===== config.mk =====
export PLATFORM = sky130hd
export DESIGN_NAME = postif_id
export DESIGN_NICKNAME = d
export VERILOG_FILES = /design/src/rtl/postif_id.sv
export SDC_FILE = /design/constraint.sdc
export NUM_CORES = 1
export LEC_CHECK = 0
export CAP_MARGIN = 25
export CORE_MARGIN = 2
export CORE_UTILIZATION = 40
export CTS_CLUSTER_SIZE = 30
export DETAILED_ROUTE_END_ITERATION = 10
export GPL_ROUTABILITY_DRIVEN = 1
export GPL_TIMING_DRIVEN = 0
export HOLD_SLACK_MARGIN = 0.15
export PLACE_DENSITY = 0.7
export SLEW_MARGIN = 20
export SYNTH_ARGS = -nofsm -noshare
export SYNTH_HDL_FRONTEND = slang
export SYNTH_SLANG_ARGS = --single-unit

===== constraint.sdc =====
create_clock -name clk -period 1.95 [get_ports clk]
set_input_delay 0.39 -clock clk [delete_from_list [all_inputs] [get_ports clk]]
set_output_delay 0.39 -clock clk [all_outputs]
set_load 0.005 [all_outputs]

===== src/rtl/postif_id.sv =====
// postif_id: fetch-to-decode pipeline register tracking outstanding I-cache replies (wait/hold/drop).
// Optional feature: define POSTIF_ID_PERF_CNT_EN to build the fetch-wait cycle counter on wait_cnt_o.
module postif_id (
    input  logic        clk,
    input  logic        resetn,
    input  logic [31:0] pc_i,
    input  logic [31:0] inst_i,
    input  logic [31:0] exception_type_i,
    input  logic        inst_ren_i,
    input  logic        inst_ok_i,
    input  logic        inst_valid_i,
    input  logic        stall_i,
    input  logic        flush_i,
    output logic [31:0] pc_o,
    output logic [31:0] inst_o,
    output logic [31:0] exception_type_o,
    output logic        valid_o,
    output logic        wait_stall_o,
    output logic [31:0] wait_cnt_o
);

    typedef enum logic [1:0] {
        S_IDLE,
        S_WAIT,
        S_HOLD,
        S_DROP
    } state_t;

    state_t      r_state;
    state_t      w_state_n;

    logic [31:0] r_pc;
    logic [31:0] r_inst;
    logic [31:0] r_exc;
    logic        r_valid;

    logic [31:0] r_hold_pc;
    logic [31:0] r_hold_inst;
    logic [31:0] r_hold_exc;
    logic        r_hold_valid;

    logic        w_fetching;
    logic        w_pending;
    logic        w_arrive;
    logic        w_load_in;
    logic        w_load_hold;
    logic        w_capture;
    logic        w_bubble;
    logic        w_wait_stall;
    logic [31:0] w_inst_in;

    always_comb begin
        w_fetching   = (r_state == S_IDLE) || (r_state == S_WAIT);
        w_pending    = w_fetching && inst_ren_i && !inst_ok_i;
        w_arrive     = w_fetching && !(inst_ren_i && !inst_ok_i);
        // With no read issued the slot passes through carrying a zero instruction.
        w_inst_in    = inst_ren_i ? inst_i : '0;
        w_load_in    = !flush_i && w_arrive && !stall_i;
        w_capture    = !flush_i && w_arrive && stall_i;
        w_load_hold  = !flush_i && (r_state == S_HOLD) && !stall_i;
        w_bubble     = flush_i || (w_pending && !stall_i);
        w_wait_stall = (r_state == S_HOLD) || (r_state == S_DROP) || w_pending;
    end

    always_comb begin
        w_state_n = r_state;
        if (flush_i) begin
            // A reply still owed to the bus must be swallowed; one arriving now is consumed here.
            if (w_pending || ((r_state == S_DROP) && !inst_ok_i)) begin
                w_state_n = S_DROP;
            end else begin
                w_state_n = S_IDLE;
            end
        end else begin
            case (r_state)
                S_IDLE, S_WAIT: begin
                    if (w_pending) begin
                        w_state_n = S_WAIT;
                    end else if (stall_i) begin
                        w_state_n = S_HOLD;
                    end else begin
                        w_state_n = S_IDLE;
                    end
                end
                S_HOLD: begin
                    if (!stall_i) begin
                        w_state_n = S_IDLE;
                    end
                end
                S_DROP: begin
                    if (inst_ok_i) begin
                        w_state_n = S_IDLE;
                    end
                end
                default: w_state_n = S_IDLE;
            endcase
        end
    end

    always_ff @(posedge clk) begin
        if (!resetn) begin
            r_state <= S_IDLE;
        end else begin
            r_state <= w_state_n;
        end
    end

    always_ff @(posedge clk) begin
        if (!resetn) begin
            r_pc         <= '0;
            r_inst       <= '0;
            r_exc        <= '0;
            r_valid      <= 1'b0;
            r_hold_pc    <= '0;
            r_hold_inst  <= '0;
            r_hold_exc   <= '0;
            r_hold_valid <= 1'b0;
        end else begin
            if (w_load_in) begin
                r_pc    <= pc_i;
                r_inst  <= w_inst_in;
                r_exc   <= exception_type_i;
                r_valid <= inst_valid_i;
            end else if (w_load_hold) begin
                r_pc    <= r_hold_pc;
                r_inst  <= r_hold_inst;
                r_exc   <= r_hold_exc;
                r_valid <= r_hold_valid;
            end else if (w_bubble) begin
                r_valid <= 1'b0;
            end

            if (w_capture) begin
                r_hold_pc    <= pc_i;
                r_hold_inst  <= w_inst_in;
                r_hold_exc   <= exception_type_i;
                r_hold_valid <= inst_valid_i;
            end else if (flush_i || w_load_hold) begin
                r_hold_valid <= 1'b0;
            end
        end
    end

`ifdef POSTIF_ID_PERF_CNT_EN
    logic [31:0] r_wait_cnt;

    always_ff @(posedge clk) begin
        if (!resetn) begin
            r_wait_cnt <= '0;
        end else if (w_wait_stall) begin
            r_wait_cnt <= r_wait_cnt + 32'd1;
        end
    end

    assign wait_cnt_o = r_wait_cnt;
`else
    assign wait_cnt_o = '0;
`endif

    assign pc_o             = r_pc;
    assign inst_o           = r_inst;
    assign exception_type_o = r_exc;
    assign valid_o          = r_valid;
    assign wait_stall_o     = w_wait_stall;

endmodule


[Word level (Yosys, flattened, before mapping)]
Cells that the tools add are included.
Cells by class
  add/subtract/negate cells: 0
  multipliers: 0
  div/mod/pow operators: 0
  magnitude comparators: 0
  equal/unequal tests: 5
  shift operators: 0
  muxes and demuxes: 19
  bitwise gates (word level): 0
  reduce and logical (&&, ||, !) cells: 27
Operators with widths (number)
  $mux 32: 7
  $mux 2: 6
  $logic_and 1x1->1: 11
  $logic_or 1x1->1: 6
  $ne 3x3->1 const B: 2
  $pmux 2 s3: 1
  $mux 1: 5
  $eq 2x2->1 const B: 2
  $logic_not 1->1: 4
  $reduce_bool 2->1: 2
  $reduce_bool 3->1: 1
  $eq 2x1->1 const B: 1
  $logic_not 2->1: 1
  $reduce_and 2->1: 1
  $reduce_or 2->1: 1
Word-level totals
  register bits after elaboration: 196
  latch bits: 0
  RAM bits: 0
  ROM bits: 0
  bits of input ports: 103
  output and inout bits: 130
  logic and storage cells: 60
  memories: 0

[Longest topological paths before layout]
Gate-level depths: netlist of run 1.
  word-level depth: 9
  gate-level depth with buffers: 8
  depth with buffers taken out: 4

[Worst setup path before layout of run 1]
Ideal clock, no wire load.
  path type: in2reg
  start point: in inst_ren_i
  end point: reg r_hold_inst[10]
  setup time: 122 ps
  data arrival time: 1546 ps
  required time: 1828 ps
  path slack: 282 ps
  cell stages on the path: 8
  path buffers: 4
  cell sequence: buf_2 > nor2b_2 > or3_1 > buf_2 > buf_6 > buf_6 > nand2_1 > a21boi_0
Between the ends
  cells in the longest elaborated chain, start to end: 5
  elaborated cells between the ends (all ways): 6
  classes of those cells: mux: 1; reduce/logical: 5
RTL lines
  start: declaration: line 9  | input logic inst_ren_i,
  $logic_and 1x1->1: line 55  | w_arrive = w_fetching && !(inst_ren_i && !inst_ok_i);
  $logic_not 1->1: line 55
  $logic_and 1x1->1: line 55
  $logic_and 1x1->1 (2 in a row): line 59  | w_capture = !flush_i && w_arrive && stall_i;
  end signal: assignment: line 135  | r_hold_inst <= w_inst_in;
  end: declaration: line 38  | logic [31:0] r_hold_inst;
Several ways; a longest one is shown, not always the timed one.
A chain may end at the register's enable or synchronous reset.

[Worst setup path after layout of run 1]
  start point: reg r_state[1]
  end point: reg r_pc[29], in the netlist pc_o[29]
Between the ends
  cells in the longest elaborated chain, start to end: 6
  elaborated cells between the ends (all ways): 11
  classes of those cells: eq/ne: 2; mux: 1; reduce/logical: 8
RTL lines
  start: declaration: line 29  | state_t r_state;
  start signal: assignment: line 104  | r_state <= w_state_n;
  $eq 2x1->1 / $logic_not 2->1 (equally long branches): line 53  | w_fetching = (r_state == S_IDLE) || (r_state == S_WAIT);
  $logic_or 1x1->1: line 53
  $logic_and 1x1->1: line 55
  $logic_and 1x1->1 (2 in a row): line 58  | w_load_in = !flush_i && w_arrive && !stall_i;
  $mux 32 / $reduce_bool 2->1 (equally long branches)
  end signal: assignment: line 120  | r_pc <= pc_i;
  end signal: assignment: line 125  | r_pc <= r_hold_pc;
  end: declaration: line 32  | logic [31:0] r_pc;
Several ways; a longest one is shown, not always the timed one.

==> results of run 1 <==
==> synthesized netlist by cell type, types with 2 or more instances <==
library cell	instances	share of area
dfxtp_1	196	0.50
nand2_1	164	0.079
a222oi_1	96	0.12
nor2b_1	96	0.077
a21boi_0	68	0.065
clkbuf_1	43	0.021
buf_4	40	0.038
nand3_1	32	0.021
a21boi_1	30	0.029
buf_2	21	0.013
buf_6	5	0.0072
nor2_1	4	0.0019
nand2b_1	2	0.0016
==> stage by stage <==
stage | hold WS, ps | power [W]
4_1_cts | 336.1 | 0.009437
6_report | 350.4 | 0.009366
3_3_place_gp | 436.5 | 0.005401
5_1_grt | 369.7 | 0.009713
2_1_floorplan | 430.1 | 0.004845
3_5_place_dp | 444.8 | 0.005414
==> routing by layer <==
layer  wire (um)  track usage  vias to the layer above
met5           0            0                        -
met4         314      0.05728                        0
met3        1975      0.07231                       25
met2       10210       0.3434                      256
met1       10060       0.2801                     3240
li1            -            -                     3391
==> critical path: cells and delay by family (launching register included) <==
family	cells	cell delay [ps]
AO/OA/AOI/OAI	1	130
buffers and inverters	4	1010
AND/OR/NAND/NOR	2	300
flip-flops	1	300
==> registers in the layout, indices dropped and copies added (netlist names) <==
signal	cells
r_hold_inst	32
pc_o	32
inst_o	32
r_state	2
r_hold_exc	32
r_hold_pc	32
valid_o	1
exception_type_o	32
r_hold_valid	1
==> what timing repair did <==
action                                 CTS  global route
endpoints found under the hold margin    0             0
setup endpoints to repair               96           160
pin swaps                                1             2
buffers inserted                         2             0
resized for setup                       13             9
==> where the power goes <==
| group | switching [W] | internal (W) |
|---|---|---|
| Clock | 0.00160 | 0.00242 |
| Combinational | 0.000507 | 0.000596 |
| Sequential | 0.0000814 | 0.00415 |
| Total | 0.00219 | 0.00717 |
==> worst paths after layout <==
kind         slack [ps]  depth (start not counted)         endpoint
min reg2reg         450                          2     r_hold_pc[9]
min                 350                          3  r_hold_inst[31]
max reg2reg         170                          7         pc_o[29]
max                 170                          7         pc_o[29]
==> area by class of cell <==
type,count,area (sq um),area share
timing repair buffer,200,2012,0.1830
buffer,110,644.4,0.05862
clock inverter,15,247.7,0.02254
sequential,196,3924,0.3569
inverter,1,3.754,0.0003415
tap,265,331.6,0.03016
clock buffer,17,425.4,0.03870
antenna,5,12.51,0.001138
multi-input combinational,539,3392,0.3086
==> logic make-up after synthesis <==
kind of cell           after synthesis
DFF                                196
and+or+nand+nor                    307
muxes                                1
other                                1
buffers and inverters              111
AOI/OAI and AO/OA                  199
==> qor.yml, run 1 <==
synth_top_flop_cell: "dfxtp_1"
fp.dieH_um: 143.7
cts_buffers: 17
cts.sinks: 196
critPathMaxFanout: 10
avgSynthCellArea_sq_um: 9.578
start_util: 0.4037
cp_data_arrival_time_ps: 2150
synth-async-reset-ratio: 0
hp-class: "primary input to register"
fmax_mhz: 560.5
postCtsHoldBufs: 0
synth_top_family_by_area: "compound AO/OA/AOI/OAI gates"
syn_area_sq_mm: 0.007806
worstHoldStart: "inst_ren_i"
clockBufferDepth: 2
synth-edff-count: 0
yosysWarnings: 0
grt.total_usage: 0.2153
startpoint: "r_state[1]"
final_nets: 1168
firstDrtPassIters: 9
synth_xor_area_frac: 0
worstPathCellList: "buf_4 > inv_2 > and3_1 > buf_2 > clkbuf_1 > a222oi_1 > nor2b_1"
clk_pin_slew_ps: 70
leakage_nw: 3.955
area_delta_synth_final_pct: 40.82
gp_congestion: 0.8054
row_count: 51
routedWlPerCell_um: 16.74
antenna_found_initial: 4
dieArea_sq_mm: 0.02065
synth_mux_area_frac: 0.001282
dp_slack_ps: -600.1
yosysUniqueCellTypes: 31
slowest_stage: "clkbuf_1"
fin_area_sq_mm: 0.01099
start_kind: "register"
r2r_start: "r_state[1]"
grt_pass1_wl_um: 34560
powerDensity_mw_per_mm2: 852.0
finalCritPeriodShare: 0.9149
ys_seq_elements: 196
wl_um: 22560
hpwl_um: 15900
fill_cells: 1719
core_area_sq_mm: 0.01933
fin_crit_ps: 1784
worstSetupEndpointType: "register"
clkLatencyLatePin_ps: 440
rsz0062_at_grt: "false"
ios: 233
setup_viol: 0
synth-simple-area-share: 0.1919
path_class: "register to register"
final_cell_mix: "196 x dfxtp_1, 194 x clkdlybuf4s50_1, 164 x nand2_1, 96 x a222oi_1, 96 x nor2b_1"
ys_seq_area_frac: 0.5026
worstMarginPinSlew_ps: 548.9
grt_pass1_vias: 6530
finalClockSkew_ps: 10.48
num_vias: 6912
synth-compound-area-share: 0.2230
max-slew-margin-rel: 0.6341
cp.required_ps: 2320
port_buffers: 198
final_hold_viol_count: 0
syn-instance-count: 815
final_common_cell: "dfxtp_1"
die_width_um: 143.7
vdd_drop_max_uv: 622.2
placedCellCount: 1309
cpPeakStageDelay_ps: 420
worst_slack_ps: 165.9
cts_tree: "built"
cts_max_level: 4
root_buffer: "clkbuf_16"
synth_fa_ha_area_frac: 0
slew_viol_final: 0
grt_overflow_total: 0
post_dp_cell_area_sq_mm: 0.01024
drc: 0
stdcell_count: 1348
vias_per_cell: 5.128
layout-drive-gt1-share: 0.1085
detail_route.iter0.violations: 720
grt_max_degree: 18
tns_ps: 0
final_util: 0.5686
ant_nets: 0
maxCapViolations: 0
status: "finished clean"
No activity file was read; power rests on OpenSTA's default activity.
==> run 2: changes to the inputs <==
Settings changed: CTS_CLUSTER_DIAMETER from default to 60.
==> results of run 2 <==
Same layout as run 1: the final DEF is identical, and so are final timing and power.
==> run 3: changes to the inputs <==
Settings changed: CORE_ASPECT_RATIO from default to 1.2.
==> run 3 against run 2 <==
Via count shrank 0.36%; cell count decreased by 0.67%; cell area decreased by 0.90%; total power shrank 6.0%; sequential share of layout area rose by 0.32 points; flip-flop and latch count unchanged; first-iteration DRC count increased by 1.9%; core utilization increased by 0.50 points; combinational power barely moved; clock-buffer cell count rose by 1; clock power down 14%; clock skew fell by 3.4 ps; critical endpoint is now wait_stall_o; highest routed layer unchanged.
==> qor.yml, run 3 (synthesized netlist as in run 1, its figures left out) <==
dp_slack_ps: -548.3  # was -600.1 ps
tns_ps: 0  # unchanged
clockBufferDepth: 2  # unchanged
grt.total_usage: 0.2107  # was 0.2153
fmax_mhz: 571.1  # was 560.5 MHz
seqPwrFrac: 0.481  # was 0.452
routedWlPerCell_um: 16.79  # was 16.74 um
gp_congestion: 0.7910  # was 0.8054
slew_viol_final: 0  # unchanged
finalCritPeriodShare: 0.8979  # was 0.9149
detail_route.iter0.violations: 734  # was 720
dieArea_sq_mm: 0.02065  # about the same
cts_buffers: 17  # unchanged
r2r_cells: 7  # unchanged
clkPwrFrac: 0.394  # was 0.430
cp_data_arrival_time_ps: 1360  # was 2150 ps
clkLatencyLatePin_ps: 430  # was 440 ps
min_to: "valid_o"  # was r_hold_inst[31]
worstHoldStart: "flush_i"  # was inst_ren_i
final_common_cell: "dfxtp_1"  # unchanged
layout-drive-gt1-share: 0.1139  # was 0.1085
critPathMaxFanout: 9  # was 10
firstDrtPassIters: 6  # was 9
leakage_nw: 3.918  # was 3.955 nW
final_cell_mix: "196 x dfxtp_1, 194 x clkdlybuf4s50_1, 164 x nand2_1, 96 x a222oi_1, 96 x nor2b_1"  # unchanged
r2r_start: "r_state[1]"  # unchanged
grt_pass1_vias: 6517  # was 6,530
fin_crit_ps: 1751  # was 1784 ps
final_hold_viol_count: 0  # unchanged
worst_slack_ps: 199.1  # was 165.9 ps
cts_max_level: 4  # unchanged
ant_nets: 0  # unchanged
hpwl_um: 16050  # was 15,900 um
p_int_w: 0.006591  # was 0.007174 W
ios: 233  # unchanged
core_area_sq_mm: 0.01899  # was 0.01933 sq mm
clk_pin_slew_ps: 70  # about the same
swShare: 0.2514  # was 0.2340
grt_max_degree: 19  # was 18
start_kind: "register"  # unchanged
powerDensity_mw_per_mm2: 808.1  # was 852.0 mW/mm^2
port_buffers: 198  # unchanged
grt_overflow_total: 0  # unchanged
vdd_drop_max_uv: 577.7  # was 622.2 uV
row_count: 55  # was 51
max-slew-margin-rel: 0.6429  # was 0.6341
wl_um: 22480  # was 22,560 um
r2r_slack_ps: 210  # was 170 ps
maxCapViolations: 0  # unchanged
start_util: 0.4110  # was 0.4037
num_vias: 6887  # was 6,912
rsz0062_at_grt: "false"  # unchanged
drc: 0  # unchanged
path_class: "register to output port"  # was register to register
cp.required_ps: 1560  # was 2320 ps
p_comb_frac: 0.125  # was 0.118
setup_viol: 0  # unchanged
final_nets: 1170  # was 1,168
finalClockSkew_ps: 7.099  # was 10.48 ps
min_path_cells: 2  # was 3
cts.sinks: 196  # unchanged
fp.dieH_um: 157.0  # was 143.7 um
area_delta_synth_final_pct: 39.56  # was 40.82%
cts_tree: "built"  # unchanged
vias_per_cell: 5.143  # was 5.128
status: "finished clean"  # unchanged
worstSetupEndpointType: "output port"  # was register
antenna_found_initial: 3  # was 4
hp-class: "primary input to register"  # unchanged
worstMarginPinSlew_ps: 535.6  # was 548.9 ps
reg2reg_to: "exception_type_o[5]"  # was pc_o[29]
die_width_um: 131.5  # was 143.7 um
root_buffer: "clkbuf_16"  # unchanged
power_switching_w: 0.002213  # was 0.002192 W
grt_pass1_wl_um: 34890  # was 34,560 um
run 3: worst max-delay path, stage by stage, from the launching register on:
cell and delay (ps):
dfxtp_1 300, buf_4 160, inv_2 140, nand2_1 60, dlygate4sd2_1 280
run 3: worst max path at each step:
stage	slack, ps	cells past startpoint	end	from
after floorplan	280	8	r_hold_inst[10]	inst_ren_i
after global placement	-530	7	exception_type_o[23]	inst_ok_i
after detailed placement	-550	7	inst_o[3]	inst_ok_i
after CTS	-40	7	inst_o[10]	flush_i
after global routing	20	7	exception_type_o[8]	r_state[1]
final	200	4	wait_stall_o	r_state[1]
run 3: layout make-up:
type | instances | area (sq um)
Fill cell | 1709 | 8099
Sequential cell | 196 | 3924
Multi-Input combinational cell | 539 | 3387
Timing Repair Buffer | 202 | 2014
Buffer | 110 | 654.4
Clock buffer | 18 | 439.2
Tap cell | 256 | 320.3
Clock inverter | 14 | 143.9
Antenna cell | 3 | 7.507
Inverter | 1 | 3.754
run 3: per-stage QoR:
| stage | instances | power [W] | hold WS, ps | instance area, sq um | utilization |
|---|---|---|---|---|---|
| after global placement | 1300 | 0.005403 | 437.3 | 10220 | 0.5383 |
| after global routing | 1338 | 0.009146 | 347.9 | 10890 | 0.5735 |
| after detailed placement | 1300 | 0.005411 | 444.7 | 10220 | 0.5383 |
| after floorplan | 846 | 0.004845 | 430.1 | 7923 | - |
| final | 1339 | 0.008804 | 343.8 | 10890 | 0.5736 |
| after CTS | 1333 | 0.008861 | 335.5 | 10830 | 0.5704 |
run 3: what timing repair did:
action | in CTS | in global routing
setup buffers | 1 | 3
hold buffers | 0 | 0
resized for setup | 12 | 21
endpoints found under the setup margin | 82 | 156
pin swaps | 1 | 1
run 3: power by group through the flow:
stage,Sequential [W],Clock [W],Combinational (W)
after CTS,0.00423,0.00353,0.00110
after global routing,0.00425,0.00370,0.00120
after detailed placement,0.00433,0,0.00108
final,0.00423,0.00347,0.00110
after floorplan,0.00432,0,0.000530
after global placement,0.00432,0,0.00108
run 3: routing by layer:
metal  global-route usage  part of all wire
met2               0.3578              0.48
met4              0.05797             0.016
met1               0.2631              0.43
met3              0.05990             0.072
met5                    0                 0
